<file path="config.mk">
export PLATFORM = sky130hd
export DESIGN_NAME = seg7_mux_decoder
export DESIGN_NICKNAME = d
export VERILOG_FILES = /design/src/rtl/seg7_mux_decoder.sv
export SDC_FILE = /design/constraint.sdc
export NUM_CORES = 1
export LEC_CHECK = 0
export BUFFER_PORTS_ARGS = -buffer_cell sky130_fd_sc_hd__clkbuf_2
export CORE_MARGIN = 5
export CORE_UTILIZATION = 45
export CTS_CLUSTER_DIAMETER = 80
export DETAILED_ROUTE_END_ITERATION = 10
export GPL_TIMING_DRIVEN = 0
export REMOVE_ABC_BUFFERS = 1
export SLEW_MARGIN = 5
export SYNTH_ARGS = -nofsm -noshare
export SYNTH_HDL_FRONTEND = slang
export SYNTH_SLANG_ARGS = --single-unit
</file>
<file path="constraint.sdc">
create_clock -name CLK -period 3.37 [get_ports CLK]
set_input_delay 0.1685 -clock CLK [delete_from_list [all_inputs] [get_ports CLK]]
set_output_delay 0.1685 -clock CLK [all_outputs]
set_load 0.02 [all_outputs]
</file>
<file path="src/rtl/seg7_mux_decoder.sv">
// Monitors a two-digit multiplexed seven-segment display and recovers the shown byte,
// the decimal points, and lock status from the digit-enable and segment lines.
module seg7_mux_decoder #(
   parameter int STABLE  = 4,
   parameter int TIMEOUT = 4096
) (
   input  logic       CLK,
   input  logic       rst,
   input  logic       en_hi,
   input  logic       en_lo,
   input  logic [6:0] seg,
   input  logic       dp,
   output logic [7:0] value,
   output logic       dp_hi,
   output logic       dp_lo,
   output logic       valid,
   output logic       upd,
   output logic       changed,
   output logic       err
);

   typedef enum logic [1:0] {SEEK, NEED_HI, NEED_LO, LOCKED} state_t;

   localparam logic [7:0]  STB    = 8'(STABLE);
   localparam logic [7:0]  STB_M1 = 8'(STABLE - 1);
   localparam logic [15:0] TMO    = 16'(TIMEOUT);
   localparam logic [15:0] TMO_M1 = 16'(TIMEOUT - 1);

   // Returns {hit, nibble}; hit=0 for patterns outside the hex code table.
   function automatic logic [4:0] decode(input logic [6:0] s);
      case (s)
         7'b1111110: decode = 5'h10;
         7'b0110000: decode = 5'h11;
         7'b1101101: decode = 5'h12;
         7'b1111001: decode = 5'h13;
         7'b0110011: decode = 5'h14;
         7'b1011011: decode = 5'h15;
         7'b1011111: decode = 5'h16;
         7'b1110000: decode = 5'h17;
         7'b1111111: decode = 5'h18;
         7'b1111011: decode = 5'h19;
         7'b1110111: decode = 5'h1A;
         7'b0011111: decode = 5'h1B;
         7'b1001110: decode = 5'h1C;
         7'b0111101: decode = 5'h1D;
         7'b1001111: decode = 5'h1E;
         7'b1000111: decode = 5'h1F;
         default:    decode = 5'h00;
      endcase
   endfunction

   logic [9:0]  sync1, v, v_prev;
   logic [7:0]  scnt;
   logic [15:0] tcnt;
   logic [3:0]  sh_hi, sh_lo;
   logic        sh_dp_hi, sh_dp_lo;
   state_t      state, state_n;
   logic        publish;

   logic       is_hi, is_lo, stable, accept, good, bad, timeout;
   logic [4:0] dec;
   logic [3:0] nxt_hi, nxt_lo;
   logic       nxt_dp_hi, nxt_dp_lo;
   logic [7:0] new_value;

   assign is_hi   = v[9] & ~v[8];
   assign is_lo   = ~v[9] & v[8];
   assign stable  = (v == v_prev) && (v[9] ^ v[8]);
   assign accept  = stable && (scnt == STB_M1);
   assign dec     = decode(v[7:1]);
   assign good    = accept & dec[4];
   assign bad     = accept & ~dec[4];
   assign timeout = !good && (tcnt == TMO_M1);

   // Shadow contents including the digit being accepted this cycle.
   assign nxt_hi    = (good && is_hi) ? dec[3:0] : sh_hi;
   assign nxt_lo    = (good && is_lo) ? dec[3:0] : sh_lo;
   assign nxt_dp_hi = (good && is_hi) ? v[0] : sh_dp_hi;
   assign nxt_dp_lo = (good && is_lo) ? v[0] : sh_dp_lo;
   assign new_value = {nxt_hi, nxt_lo};

   always_ff @(posedge CLK or posedge rst) begin
      if (rst) state <= SEEK;
      else     state <= state_n;
   end

   always_comb begin
      state_n = state;
      publish = 1'b0;
      case (state)
         SEEK: begin
            if (good) state_n = is_hi ? NEED_LO : NEED_HI;
         end
         NEED_HI: begin
            if (good) begin
               if (is_hi) begin
                  state_n = LOCKED;
                  publish = 1'b1;
               end
            end else if (timeout) state_n = SEEK;
         end
         NEED_LO: begin
            if (good) begin
               if (is_lo) begin
                  state_n = LOCKED;
                  publish = 1'b1;
               end
            end else if (timeout) state_n = SEEK;
         end
         LOCKED: begin
            if (good)         publish = 1'b1;
            else if (timeout) state_n = SEEK;
         end
         default: state_n = SEEK;
      endcase
   end

   // A publish out of NEED_HI/NEED_LO is always the first since SEEK.
   always_ff @(posedge CLK or posedge rst) begin
      if (rst) begin
         sync1    <= '0;
         v        <= '0;
         v_prev   <= '0;
         scnt     <= '0;
         tcnt     <= '0;
         sh_hi    <= '0;
         sh_lo    <= '0;
         sh_dp_hi <= 1'b0;
         sh_dp_lo <= 1'b0;
         value    <= '0;
         dp_hi    <= 1'b0;
         dp_lo    <= 1'b0;
         valid    <= 1'b0;
         upd      <= 1'b0;
         changed  <= 1'b0;
         err      <= 1'b0;
      end else begin
         sync1  <= {en_hi, en_lo, seg, dp};
         v      <= sync1;
         v_prev <= v;
         if (!stable)          scnt <= '0;
         else if (scnt != STB) scnt <= scnt + 8'd1;
         if (good)             tcnt <= '0;
         else if (tcnt != TMO) tcnt <= tcnt + 16'd1;
         sh_hi    <= nxt_hi;
         sh_lo    <= nxt_lo;
         sh_dp_hi <= nxt_dp_hi;
         sh_dp_lo <= nxt_dp_lo;
         if (publish) begin
            value <= new_value;
            dp_hi <= nxt_dp_hi;
            dp_lo <= nxt_dp_lo;
         end
         upd     <= publish;
         changed <= publish && ((state != LOCKED) || (new_value != value));
         valid   <= (state_n == LOCKED);
         err     <= err | bad;
      end
   end

endmodule

</file>
== After elaboration in Yosys (flattened, before gate mapping) ==
Index checks and enable logic that the tools add are counted.

* Register bits after elaboration: 80
* Input port bits: 12
* Output and inout port bits: 14
* Word-level logic and storage cells: 90

* Add/subtract/negate cells: 2
* Equal/unequal tests: 28
* Mux-type cells: 24
* Bitwise gates (word level): 9
* Reduce and logical (&&, ||, !) cells: 10

{| class="wikitable"
|+ Operators with widths
! cell !! number
|-
| 7-bit == test, second input constant || 12
|-
| 5-bit case mux with 16 select lines || 1
|-
| 16-bit 2-to-1 mux || 2
|-
| 7-bit by 6-bit == test with 1-bit output, second input constant || 3
|-
| 16-bit by 1-bit adder with 16-bit output, second input constant || 1
|-
| 16-bit by 12-bit == test with 1-bit output, second input constant || 1
|-
| 2-bit 2-to-1 mux || 8
|-
| 8-bit 2-to-1 mux || 2
|-
| 16-bit by 13-bit inequality test with 1-bit output, second input constant || 1
|-
| 10-bit == test || 1
|-
| 8-bit by 1-bit adder with 8-bit output, second input constant || 1
|-
| 8-bit by 2-bit == test with 1-bit output, second input constant || 1
|-
| 4-bit 2-to-1 mux || 2
|-
| 8-bit by 3-bit inequality test with 1-bit output, second input constant || 1
|-
| 8-bit inequality test || 1
|-
| 2-bit case mux with 4 select lines || 1
|-
| 7-bit by 5-bit == test with 1-bit output, second input constant || 1
|-
| 1-bit 2-to-1 mux || 7
|-
| 2-bit == test, second input constant || 3
|-
| 1-bit logical AND || 6
|-
| 1-bit AND || 4
|-
| 1-bit inverter || 3
|-
| 1-bit case mux with 3 select lines || 1
|-
| 2-bit by 1-bit == test with 1-bit output, second input constant || 1
|-
| other kinds (8) || 8
|}

== Logic depth before layout (Yosys ltp) ==
Gate-level depths: netlist of run 1.

* Depth in word-level cells: 10
* Depth in mapped cells: 11
* Gate-level depth less buffers: 9

== Worst setup path after synthesis of run 1 ==
No wires, ideal clock.

* Kind: reg-to-reg
* Start: register scnt[3]
* End: register changed
* Library setup time: 0.139 ns
* Arrival: 2.487 ns
* Data required time: 3.231 ns
* Slack: 0.744 ns
* Cell stages (with the launch flop): 8
* Buffers on the path: 0
* Path through: dfrtp_1 or3_4 or4_4 a2111oi_4 mux2_4 xnor2_1 nor3_2 a41oi_1

* Longest elaborated chain between the ends: 8
* Elaborated cells between the ends (all ways): 14
* Classes of those cells: eq/ne (2); mux (6); bitwise (1); reduce/logical (5)

{| class="wikitable"
|+ RTL lines
! element !! RTL line !! source
|-
| start, declared || 53 || <nowiki>logic [7:0] scnt;</nowiki>
|-
| start signal, assigned || 142 || <nowiki>else if (scnt != STB) scnt <= scnt + 8'd1;</nowiki>
|-
| 8-bit by 2-bit == test with 1-bit output (*) || 69 || <nowiki>assign accept = stable && (scnt == STB_M1);</nowiki>
|-
| 1-bit logical AND (*) || 69 ||
|-
| 1-bit AND (*) || 71 || <nowiki>assign good = accept & dec[4];</nowiki>
|-
| 1-bit logical AND (on tied branches) || 77, 76 ||
|-
| 4-bit 2-to-1 mux (on tied branches) || 77, 76 ||
|-
| 8-bit inequality test || 155 || <nowiki>changed <= publish && ((state != LOCKED) || (new_value != value));</nowiki>
|-
| 1-bit logical OR || 155 ||
|-
| 1-bit logical AND (*) || 155 ||
|-
| end signal, assigned || 155 ||
|-
| end, declared || 18 || <nowiki>output logic changed,</nowiki>
|}

Mark *: on every way between the ends. The rest lies on a longest branch, timed or not.
A chain may end at the register's enable or synchronous reset.

== Final worst setup path of run 1 ==
* Start: register v[5]
* End: register value[2]

* Longest elaborated chain between the ends: 6
* Elaborated cells between the ends (all ways): 27
* Classes of those cells: eq/ne (17); mux (6); bitwise (1); reduce/logical (3)

{| class="wikitable"
|+ RTL lines
! element !! RTL line !! source
|-
| start, declared || 52 || <nowiki>logic [9:0] sync1, v, v_prev;</nowiki>
|-
| start signal, assigned || 139 || <nowiki>v <= sync1;</nowiki>
|-
| parallel branches: the longest is 5 deep, another holds 5-bit case mux with 16 select lines || n/a ||
|-
| 4-bit 2-to-1 mux (*) || 77 || <nowiki>assign nxt_lo = (good && is_lo) ? dec[3:0] : sh_lo;</nowiki>
|-
| net nxt_lo[2] || 62 || <nowiki>logic [3:0] nxt_hi, nxt_lo;</nowiki>
|-
| end signal, assigned || 150 || <nowiki>value <= new_value;</nowiki>
|-
| end, declared || 13 || <nowiki>output logic [7:0] value,</nowiki>
|}

Mark *: on every way through the listed nets, which the timed path passes.

==> results of run 1 <==
cell families (layout without fill, tap and decap cells):
family / after synthesis / in the layout / synth area share
buffers and inverters: 30 / 77 / 0.0325
adder cells (fa/ha/maj): 10 / 10 / 0.0325
multiplexers: 15 / 15 / 0.0446
XOR/XNOR: 40 / 40 / 0.0911
flip-flops: 80 / 80 / 0.520
AO/OA/AOI/OAI: 40 / 41 / 0.0810
AND/OR/NAND/NOR: 141 / 141 / 0.198
sequential cells by signal, summed over array words and instances (netlist names):
register  flops
tcnt         16
sync1        10
v            10
v_prev       10
scnt          8
value         8
sh_hi         4
sh_lo         4
state         2
changed       1
dp_hi         1
dp_lo         1
err           1
sh_dp_hi      1
sh_dp_lo      1
upd           1
valid         1
power groups by stage:
stage,clock (mW),combinational (mW),sequential [mW]
2_1_floorplan,0,0.0513,1.01
3_3_place_gp,0,0.0689,1.02
3_5_place_dp,0,0.0750,1.02
4_1_cts,0.739,0.0861,1.00
5_1_grt,0.775,0.0972,1.01
6_report,0.716,0.0854,1.00
through the flow:
stage	total power, mW	hold WS (ns)	worst slack (ns)	instances
6_report	1.80	0.327	0.265	509
2_1_floorplan	1.07	0.200	0.159	345
3_3_place_gp	1.09	0.277	-0.797	475
4_1_cts	1.83	0.318	0.178	509
5_1_grt	1.88	0.340	0.0336	509
3_5_place_dp	1.10	0.150	-0.803	476
per-layer routing:
layer  wire (um)  GRT usage
met1        3530      0.206
met2        3480      0.255
met3         297     0.0321
met4         114     0.0646
met5           0          0
cell type report:
| cell class | instances | share of cell area |
|---|---|---|
| flip-flops and latches | 80 | 0.448 |
| multi-input cells | 247 | 0.393 |
| repair buffers | 42 | 0.0672 |
| well taps | 105 | 0.0294 |
| clock buffers | 9 | 0.0277 |
| clock inverters | 7 | 0.0177 |
| inverters | 19 | 0.0165 |
worst max path at each step:
stage / cells after the start / endpoint / slack [ns] / startpoint
6_report: 7 / value[2] / 0.27 / v[5]
5_1_grt: 7 / value[2] / 0.03 / v[4]
4_1_cts: 10 / changed / 0.18 / v[8]
3_5_place_dp: 8 / value[2] / -0.80 / v[8]
3_3_place_gp: 7 / value[3] / -0.80 / v[5]
2_1_floorplan: 8 / dp_lo / 0.16 / v[8]
worst register-to-register path: stages (launching register included):
cell	delay [ns]
dfrtp_1	0.69
nor4bb_1	0.12
o2111a_1	0.27
nor3_2	0.65
nand2_1	0.26
nand4_1	0.35
mux2_2	0.39
mux2_2	0.26
cells in the final DEF (no fill, tap or decap), drive strengths merged, types with 3 or more instances in the layout:
cell and instances:
a211oi 4, a21oi 6, and2 3, and3 8
buf 6, clkbuf 34, clkinvlp 3, dfrtp 80
dlygate4sd3 11, ha 10, inv 22, mux2 14
nand2 22, nand2b 3, nand3 19, nand3b 3
nand4 5, nand4b 5, nor2 37, nor3 12
nor4 9, o21ai 11, o31ai 3, or4 4
xnor2 12, xor2 28
repair_timing:
action	CTS	global route
hold buffers	11	0
gates resized for setup	1	2
pin swaps	2	0
gates cloned	1	0
buffers inserted	5	0
endpoints found under the setup margin	15	4
endpoints found under the hold margin	32	0
==> impl_metrics.env, run 1 <==
export IMPL_critPathBufInv=0
export IMPL_power_leakage_nw=2.03
export IMPL_pwr_share_clk=0.397
export IMPL_fin_crit_ns=3.10
export IMPL_cp_cell_sequence="nor4bb_1, o2111a_1, nor3_2, nand2_1, nand4_1, mux2_2, mux2_2"
export IMPL_synthCells=356
export IMPL_synth_edf_count=0
export IMPL_antenna_cells=0
export IMPL_cts_max_path_buffers=2
export IMPL_synthTopCellsByArea="dfrtp_1 (52%), xor2_1 (6.4%), mux2_2 (3.8%)"
export IMPL_clk_pin_slew_worst_paths_ns=0.09
export IMPL_power_density_nw_per_um2=404
export IMPL_cts_tree="yes"
export IMPL_core_area_um2=8260
export IMPL_wl_um=7430
export IMPL_drive_above_1_share=0.186
export IMPL_yosys_area_top_type="dfrtp_1"
export IMPL_finalHoldViolations=0
export IMPL_intPower_mw=1.36
export IMPL_netlist_area_leader_share=0.520
export IMPL_ys_warn_count=0
export IMPL_slew_limit_headroom=0.423
export IMPL_critPathSlowestCell="dfrtp_1"
export IMPL_port_buffers=25
export IMPL_drtAntennaViolNets=0
export IMPL_final_setup_tns_ns=0
export IMPL_end_kind="flip-flop"
export IMPL_status="complete, no violations"
export IMPL_vdd_ir_drop_worst_mv=0.211
export IMPL_worstSetupPathType="flip-flop to flip-flop"
export IMPL_crit_top_cell="mux2_2"
export IMPL_ioPinCount=26
export IMPL_gp_congestion=0.750
export IMPL_avgSynthCellArea_um2=10.8
export IMPL_drc_errors=0
export IMPL_hpwl_um=4920
export IMPL_p_switching_mw=0.441
export IMPL_num_rows=33
export IMPL_grt_pass1_vias=2674
export IMPL_nets=421
export IMPL_start_util=0.466
export IMPL_grt_pass1_wl_um=12800
export IMPL_design_area_um2=4470
export IMPL_worstPathArrival_ns=3.34
export IMPL_synth_cell_types=53
export IMPL_clock_fmax_mhz=322
export IMPL_r2r_start="v[5]"
export IMPL_cts_buffers=9
export IMPL_power_frac_comb=0.047
export IMPL_die_area_um2=10500
export IMPL_antenna_found_initial=0
export IMPL_avgViaCountPerCell=5.36
export IMPL_path_delay_family="simple AND/OR/NAND/NOR gates"
export IMPL_fin_crit_sh=0.921
export IMPL_async_flop_share=1.00
export IMPL_wl_per_cell_um=14.6
export IMPL_fin_skew_ns=0.00840
export IMPL_worstRegToRegCells=7
export IMPL_insertion_delay_ns=0.35
export IMPL_switching_share=0.244
export IMPL_cp_required_ns=3.61
export IMPL_crit_path_start_kind="flip-flop"
export IMPL_ys_seq_area_frac=0.520
export IMPL_place_area_um2=4080
export IMPL_fp_dieW_um=102
export IMPL_power_frac_seq=0.556
export IMPL_hold_class="primary input to async pin"
export IMPL_drv_cap=0
export IMPL_final_util=0.541
export IMPL_seq_area_um2=2000
export IMPL_multi_input_area_um2=1760
export IMPL_ctsRootBufferMaster="clkbuf_8"
export IMPL_r2r_slack_ns=0.27
export IMPL_rsz0062_at_grt="no"
export IMPL_area_delta_synth_final_pct=16.1
export IMPL_synth_most_common_cell="dfrtp_1"
export IMPL_grt_max_degree=59
export IMPL_grt_usage=0.157
export IMPL_h_tree_depth=3
export IMPL_dr_pass1_iters=4
export IMPL_grt_overflow=0
export IMPL_clock_sinks=80
export IMPL_synthTopCellsByCount="dfrtp_1 (80), nor2_1 (37), xor2_1 (28), nand2_1 (22), nand3_1 (19)"
export IMPL_crit_path_max_fanout=16
export IMPL_vias=2727
export IMPL_finalMaxSlewViolations=0
export IMPL_syn_area_um2=3850
export IMPL_tightest_slew_ns=0.861
export IMPL_max_stage_delay_ns=0.69
export IMPL_die_h_um=102
export IMPL_synthFlopType="dfrtp_1"
export IMPL_drt_iter0_markers=142
export IMPL_setup_violations=0
export IMPL_ys_ff_latch=80
export IMPL_timing_rr_end="value[2]"
export IMPL_fillers=746
No activity file was read; power rests on OpenSTA's default activity.
==> run 2: changes to the inputs <==
--- a/config.mk
+++ b/config.mk
@@ -11,8 +11,9 @@
 export CTS_CLUSTER_DIAMETER = 80
 export DETAILED_ROUTE_END_ITERATION = 10
 export GPL_TIMING_DRIVEN = 0
+export PLACE_DENSITY = 0.68
 export REMOVE_ABC_BUFFERS = 1
-export SLEW_MARGIN = 5
+export SLEW_MARGIN = 10
 export SYNTH_ARGS = -nofsm -noshare
 export SYNTH_HDL_FRONTEND = slang
 export SYNTH_SLANG_ARGS = --single-unit
==> impl_metrics.env, run 2 (synthesis gave the netlist of run 1 again) <==
export IMPL_status="complete, no violations"
export IMPL_drtAntennaViolNets=0
export IMPL_largest_reg_flops=16
export IMPL_dr_pass1_iters=4
export IMPL_power_leakage_nw=2.04
export IMPL_hold_class="flip-flop to flip-flop"
export IMPL_switching_share=0.248
export IMPL_intPower_mw=1.37
export IMPL_clock_fmax_mhz=317
export IMPL_grt_use_met2=0.235
export IMPL_grt_usage=0.153
export IMPL_clock_sinks=80
export IMPL_drive_above_1_share=0.186
export IMPL_fp_dieW_um=102
export IMPL_insertion_delay_ns=0.36
export IMPL_hpwl_um=4780
export IMPL_antenna_found_initial=0
export IMPL_core_area_um2=8260
export IMPL_wl_um=7440
export IMPL_worstSetupPathType="flip-flop to flip-flop"
export IMPL_gr_usage_met3=0.0253
export IMPL_vias=2683
export IMPL_antenna_cells=0
export IMPL_layout_commonest_cell="dfrtp_1"
export IMPL_power_frac_seq=0.550
export IMPL_setup_violations=0
export IMPL_largest_register="tcnt"
export IMPL_cp_required_ns=3.62
export IMPL_nets=421
export IMPL_cts_tree="yes"
export IMPL_cts_buffers=9
export IMPL_h_tree_depth=3
export IMPL_fin_crit_sh=0.937
export IMPL_ctsRootBufferMaster="clkbuf_8"
export IMPL_end_kind="flip-flop"
export IMPL_port_buffers=25
export IMPL_pwr_share_clk=0.403
export IMPL_rsz0062_at_grt="no"
export IMPL_fin_crit_ns=3.16
export IMPL_power_density_nw_per_um2=408
export IMPL_drc_errors=0
export IMPL_fin_skew_ns=0.00766
export IMPL_grt_overflow=0
export IMPL_ioPinCount=26
export IMPL_wl_per_cell_um=14.6
export IMPL_grt_use_met1=0.214
export IMPL_area_delta_synth_final_pct=16.3
export IMPL_finalHoldViolations=0
export IMPL_die_area_um2=10500
export IMPL_crit_path_max_fanout=16
export IMPL_hold_worst_slack_ns=0.353
export IMPL_die_h_um=102
export IMPL_grt_max_degree=47
export IMPL_power_frac_comb=0.047
export IMPL_fin_total_pwr_mw=1.82
export IMPL_grt_pass1_vias=2599
export IMPL_num_rows=33
export IMPL_tightest_slew_ns=0.865
export IMPL_layout_common_cells="dfrtp_1 (80), nor2_1 (37), xor2_1 (28)"
export IMPL_finalMaxSlewViolations=0
export IMPL_drv_cap=0
export IMPL_cts_max_path_buffers=2
export IMPL_p_switching_mw=0.453
export IMPL_worstPathArrival_ns=3.41
export IMPL_grt_pass1_wl_um=12600
export IMPL_clk_pin_slew_worst_paths_ns=0.09
export IMPL_vdd_ir_drop_worst_mv=0.192
export IMPL_avgViaCountPerCell=5.27
export IMPL_drt_iter0_markers=235
export IMPL_grt_busiest_layer="met2"
export IMPL_crit_path_start_kind="flip-flop"
export IMPL_start_util=0.466
export IMPL_slew_limit_headroom=0.418
export IMPL_gp_congestion=0.768
==> run 2: cell types whose count changed in the layout (fill, tap and decap cells not counted) <==
cell	previous run	this run
clkinvlp_4	3	0
clkinv_4	0	2
inv_8	0	1
==> run 2: final cells by class <==
class | instances | area, um2
inverters | 19 | 73.8
flip-flops and latches | 80 | 2000
repair buffers | 42 | 300
clock inverters | 7 | 85.1
clock buffers | 9 | 124
fillers | 713 | 3790
multi-input cells | 247 | 1760
well taps | 105 | 131
==> run 2: metrics by stage <==
| step | setup TNS, ns | instances | utilization | area [um2] | worst slack, ns |
|---|---|---|---|---|---|
| floorplan | 0 | 345 | - | 3790 | 0.159 |
| global placement | -6.98 | 475 | 0.490 | 4050 | -0.721 |
| detailed placement | -9.20 | 476 | 0.494 | 4080 | -0.863 |
| CTS | 0 | 505 | 0.537 | 4430 | 0.123 |
| global route | 0 | 509 | 0.542 | 4470 | 0.0208 |
| finish | 0 | 509 | 0.542 | 4470 | 0.212 |
==> run 2: per-layer routing <==
| metal | vias to the layer above | routed length [um] | part of all wire |
|---|---|---|---|
| met5 | - | 0 | 0 |
| met3 | 9 | 310 | 0.042 |
| met4 | 0 | 154 | 0.021 |
| li1 | 1347 | - | - |
| met2 | 48 | 3470 | 0.47 |
| met1 | 1279 | 3500 | 0.47 |
==> run 2: final timing paths <==
path / startpoint / end / slack [ns] / cells after the start
worst max-delay path: v[5] / dp_lo / 0.21 / 7
worst min-delay path: sync1[4] / v[4] / 0.35 / 0
worst max register to register: v[5] / dp_lo / 0.21 / 7
min in group asynchronous: rst / sync1[8] / 0.36 / 3
max in group asynchronous: rst / tcnt[15] / 2.44 / 4
worst min register to register: sync1[4] / v[4] / 0.35 / 0
==> run 2: worst max-delay path, stage by stage, from the launching register on <==
cell and delay (ns):
dfrtp_1 0.70, nor4bb_1 0.11, o2111a_1 0.28, nor3_2 0.66, nand2_1 0.25, nand4_1 0.37
mux2_2 0.39, mux2_2 0.26
==> run 2: power by group through the flow <==
| stage | combinational (mW) | clock [mW] | sequential [mW] |
|---|---|---|---|
| after CTS | 0.0866 | 0.754 | 1.00 |
| after detailed placement | 0.0751 | 0 | 1.02 |
| final | 0.0862 | 0.735 | 1.00 |
| after global placement | 0.0682 | 0 | 1.02 |
| after floorplan | 0.0513 | 0 | 1.01 |
| after global routing | 0.0980 | 0.790 | 1.01 |
==> run 2: what timing repair did <==
| action | CTS | global route |
|---|---|---|
| hold endpoints to repair | 44 | 0 |
| gates resized for setup | 2 | 1 |
| buffers inserted | 1 | 4 |
| cloned | 1 | 0 |
| pin swaps | 1 | 1 |
| setup endpoints to repair | 15 | 5 |
| hold buffers | 11 | 0 |
==> run 3: changes to the inputs <==
--- a/config.mk
+++ b/config.mk
@@ -5,13 +5,13 @@
 export SDC_FILE = /design/constraint.sdc
 export NUM_CORES = 1
 export LEC_CHECK = 0
-export BUFFER_PORTS_ARGS = -buffer_cell sky130_fd_sc_hd__clkbuf_2
 export CORE_MARGIN = 5
-export CORE_UTILIZATION = 45
+export CORE_UTILIZATION = 26
 export CTS_CLUSTER_DIAMETER = 80
 export DETAILED_ROUTE_END_ITERATION = 10
+export DONT_BUFFER_PORTS = 1
 export GPL_TIMING_DRIVEN = 0
-export PLACE_DENSITY = 0.68
+export PLACE_DENSITY = 0.45
 export REMOVE_ABC_BUFFERS = 1
 export SLEW_MARGIN = 10
 export SYNTH_ARGS = -nofsm -noshare
==> impl_metrics.env, run 3 (synthesis gave the netlist of run 1 again) <==
export IMPL_status="complete, no violations"
export IMPL_multi_input_area_um2=1760
export IMPL_antenna_cells=0
export IMPL_grt_overflow=0
export IMPL_fillers=1499
export IMPL_die_area_um2=17300
export IMPL_grt_usage=0.100
export IMPL_largest_reg_flops=16
export IMPL_grt_pass1_vias=2660
export IMPL_slew_limit_headroom=0.340
export IMPL_worstPathArrival_ns=3.30
export IMPL_finalMaxSlewViolations=0
export IMPL_drive_above_1_share=0.124
export IMPL_nets=396
export IMPL_layout_setup_ws_ns=0.249
export IMPL_dr_pass1_iters=4
export IMPL_switching_share=0.218
export IMPL_ioPinCount=26
export IMPL_largest_register="tcnt"
export IMPL_grt_max_degree=44
export IMPL_num_rows=44
export IMPL_drtAntennaViolNets=0
export IMPL_final_util=0.310
export IMPL_tightest_slew_ns=0.982
export IMPL_vdd_ir_drop_worst_mv=0.249
export IMPL_area_delta_synth_final_pct=17.1
export IMPL_wl_per_cell_um=14.7
export IMPL_max_stage_delay_ns=0.67
export IMPL_p_switching_mw=0.433
export IMPL_gp_congestion=0.771
export IMPL_cp_required_ns=3.55
export IMPL_fin_crit_ns=3.12
export IMPL_layout_commonest_cell="dfrtp_1"
export IMPL_h_tree_depth=3
export IMPL_hpwl_um=5430
export IMPL_drv_cap=0
export IMPL_vias=2660
export IMPL_fin_skew_ns=0.00697
export IMPL_cts_tree="yes"
export IMPL_power_density_nw_per_um2=440
export IMPL_seq_area_um2=2000
export IMPL_pre_cts_slack_ns=-0.534
export IMPL_core_area_um2=14500
export IMPL_start_util=0.265
export IMPL_crit_path_start_kind="flip-flop"
export IMPL_cp_cell_sequence="xor2_1, nor4_1, nand3_2, a2111oi_4, mux2_4, xnor2_1, nor3_2, a41oi_1"
export IMPL_wl_um=8280
export IMPL_drt_iter0_markers=102
export IMPL_hold_class="flip-flop to flip-flop"
export IMPL_avgViaCountPerCell=4.73
export IMPL_placed_cells=530
export IMPL_end_kind="flip-flop"
export IMPL_power_frac_seq=0.508
export IMPL_fin_crit_sh=0.926
export IMPL_antenna_found_initial=0
export IMPL_cts_max_path_buffers=2
export IMPL_setup_violations=0
export IMPL_grt_pass1_wl_um=13900
export IMPL_power_frac_comb=0.041
export IMPL_layout_common_cells="dfrtp_1 (78), nor2_1 (37), xor2_1 (28)"
export IMPL_critPathSlowestCell="dfrtp_1"
export IMPL_ctsRootBufferMaster="clkbuf_16"
export IMPL_finalHoldViolations=0
export IMPL_power_leakage_nw=1.95
export IMPL_clock_fmax_mhz=320
export IMPL_port_buffers=0
export IMPL_intPower_mw=1.55
export IMPL_worstSetupPathType="flip-flop to flip-flop"
export IMPL_insertion_delay_ns=0.34
export IMPL_cts_buffers=9
export IMPL_pwr_share_clk=0.450
export IMPL_instances_no_fill=562
export IMPL_crit_path_max_fanout=16
export IMPL_drc_errors=0
export IMPL_fp_dieW_um=132
export IMPL_clk_pin_slew_worst_paths_ns=0.06
export IMPL_clock_sinks=80
export IMPL_die_h_um=132
-- run 3: repair_timing --
action	CTS	global route
resized for setup	1	4
hold endpoints to repair	47	0
setup endpoints to repair	14	8
gates cloned	1	0
pin swaps	1	1
hold buffers	11	0
buffers inserted	1	4
-- run 3: metal layers --
layer / routed length, um / global-route usage
met2: 3860 / 0.158
met5: 0 / 0
met3: 370 / 0.0378
met1: 3830 / 0.125
met4: 213 / 0.0366
-- run 3: critical path, delay by kind of cell, from the launching register on --
family           cells  cell delay (ns)
AND/OR/NAND/NOR      3             0.99
AO/OA/AOI/OAI        2             0.64
flip-flops           1             0.67
XOR/XNOR             2             0.30
multiplexers         1             0.36
-- run 3: final timing paths --
kind                                from        to  slack (ns)  cells past startpoint
min in group asynchronous            rst  sync1[8]        0.35                      2
worst max-delay path                v[1]   changed        0.25                      8
worst max register to register      v[1]   changed        0.25                      8
worst min register to register  sync1[5]      v[5]        0.34                      0
worst min-delay path            sync1[5]      v[5]        0.34                      0
max in group asynchronous            rst      v[4]        2.41                      3
-- run 3: final cells by class --
class / count / area share
Sequential cell: 80 / 0.445
Multi-Input combinational cell: 247 / 0.391
Clock buffer: 15 / 0.0594
Tap cell: 184 / 0.0511
Timing Repair Buffer: 17 / 0.0372
Inverter: 19 / 0.0164
-- run 3: power by group through the flow --
| stage | clock network (mW) | registers (mW) | logic, mW |
|---|---|---|---|
| 2_1_floorplan | 0 | 1.01 | 0.0513 |
| 3_3_place_gp | 0 | 1.02 | 0.0664 |
| 3_5_place_dp | 0 | 1.02 | 0.0706 |
| 4_1_cts | 0.930 | 1.01 | 0.0830 |
| 5_1_grt | 0.971 | 1.01 | 0.0927 |
| 6_report | 0.892 | 1.01 | 0.0815 |
-- run 3: stage by stage --
stage               total power, mW   TNS, ns  area (um2)  hold slack (ns)
finish                         1.98         0        4510            0.341
global route                   2.07  -0.00571        4510            0.351
CTS                            2.02         0        4460            0.345
detailed placement             1.09     -4.32        4050            0.117
global placement               1.09    -10.40        4020            0.200
floorplan                      1.07         0        3790            0.200
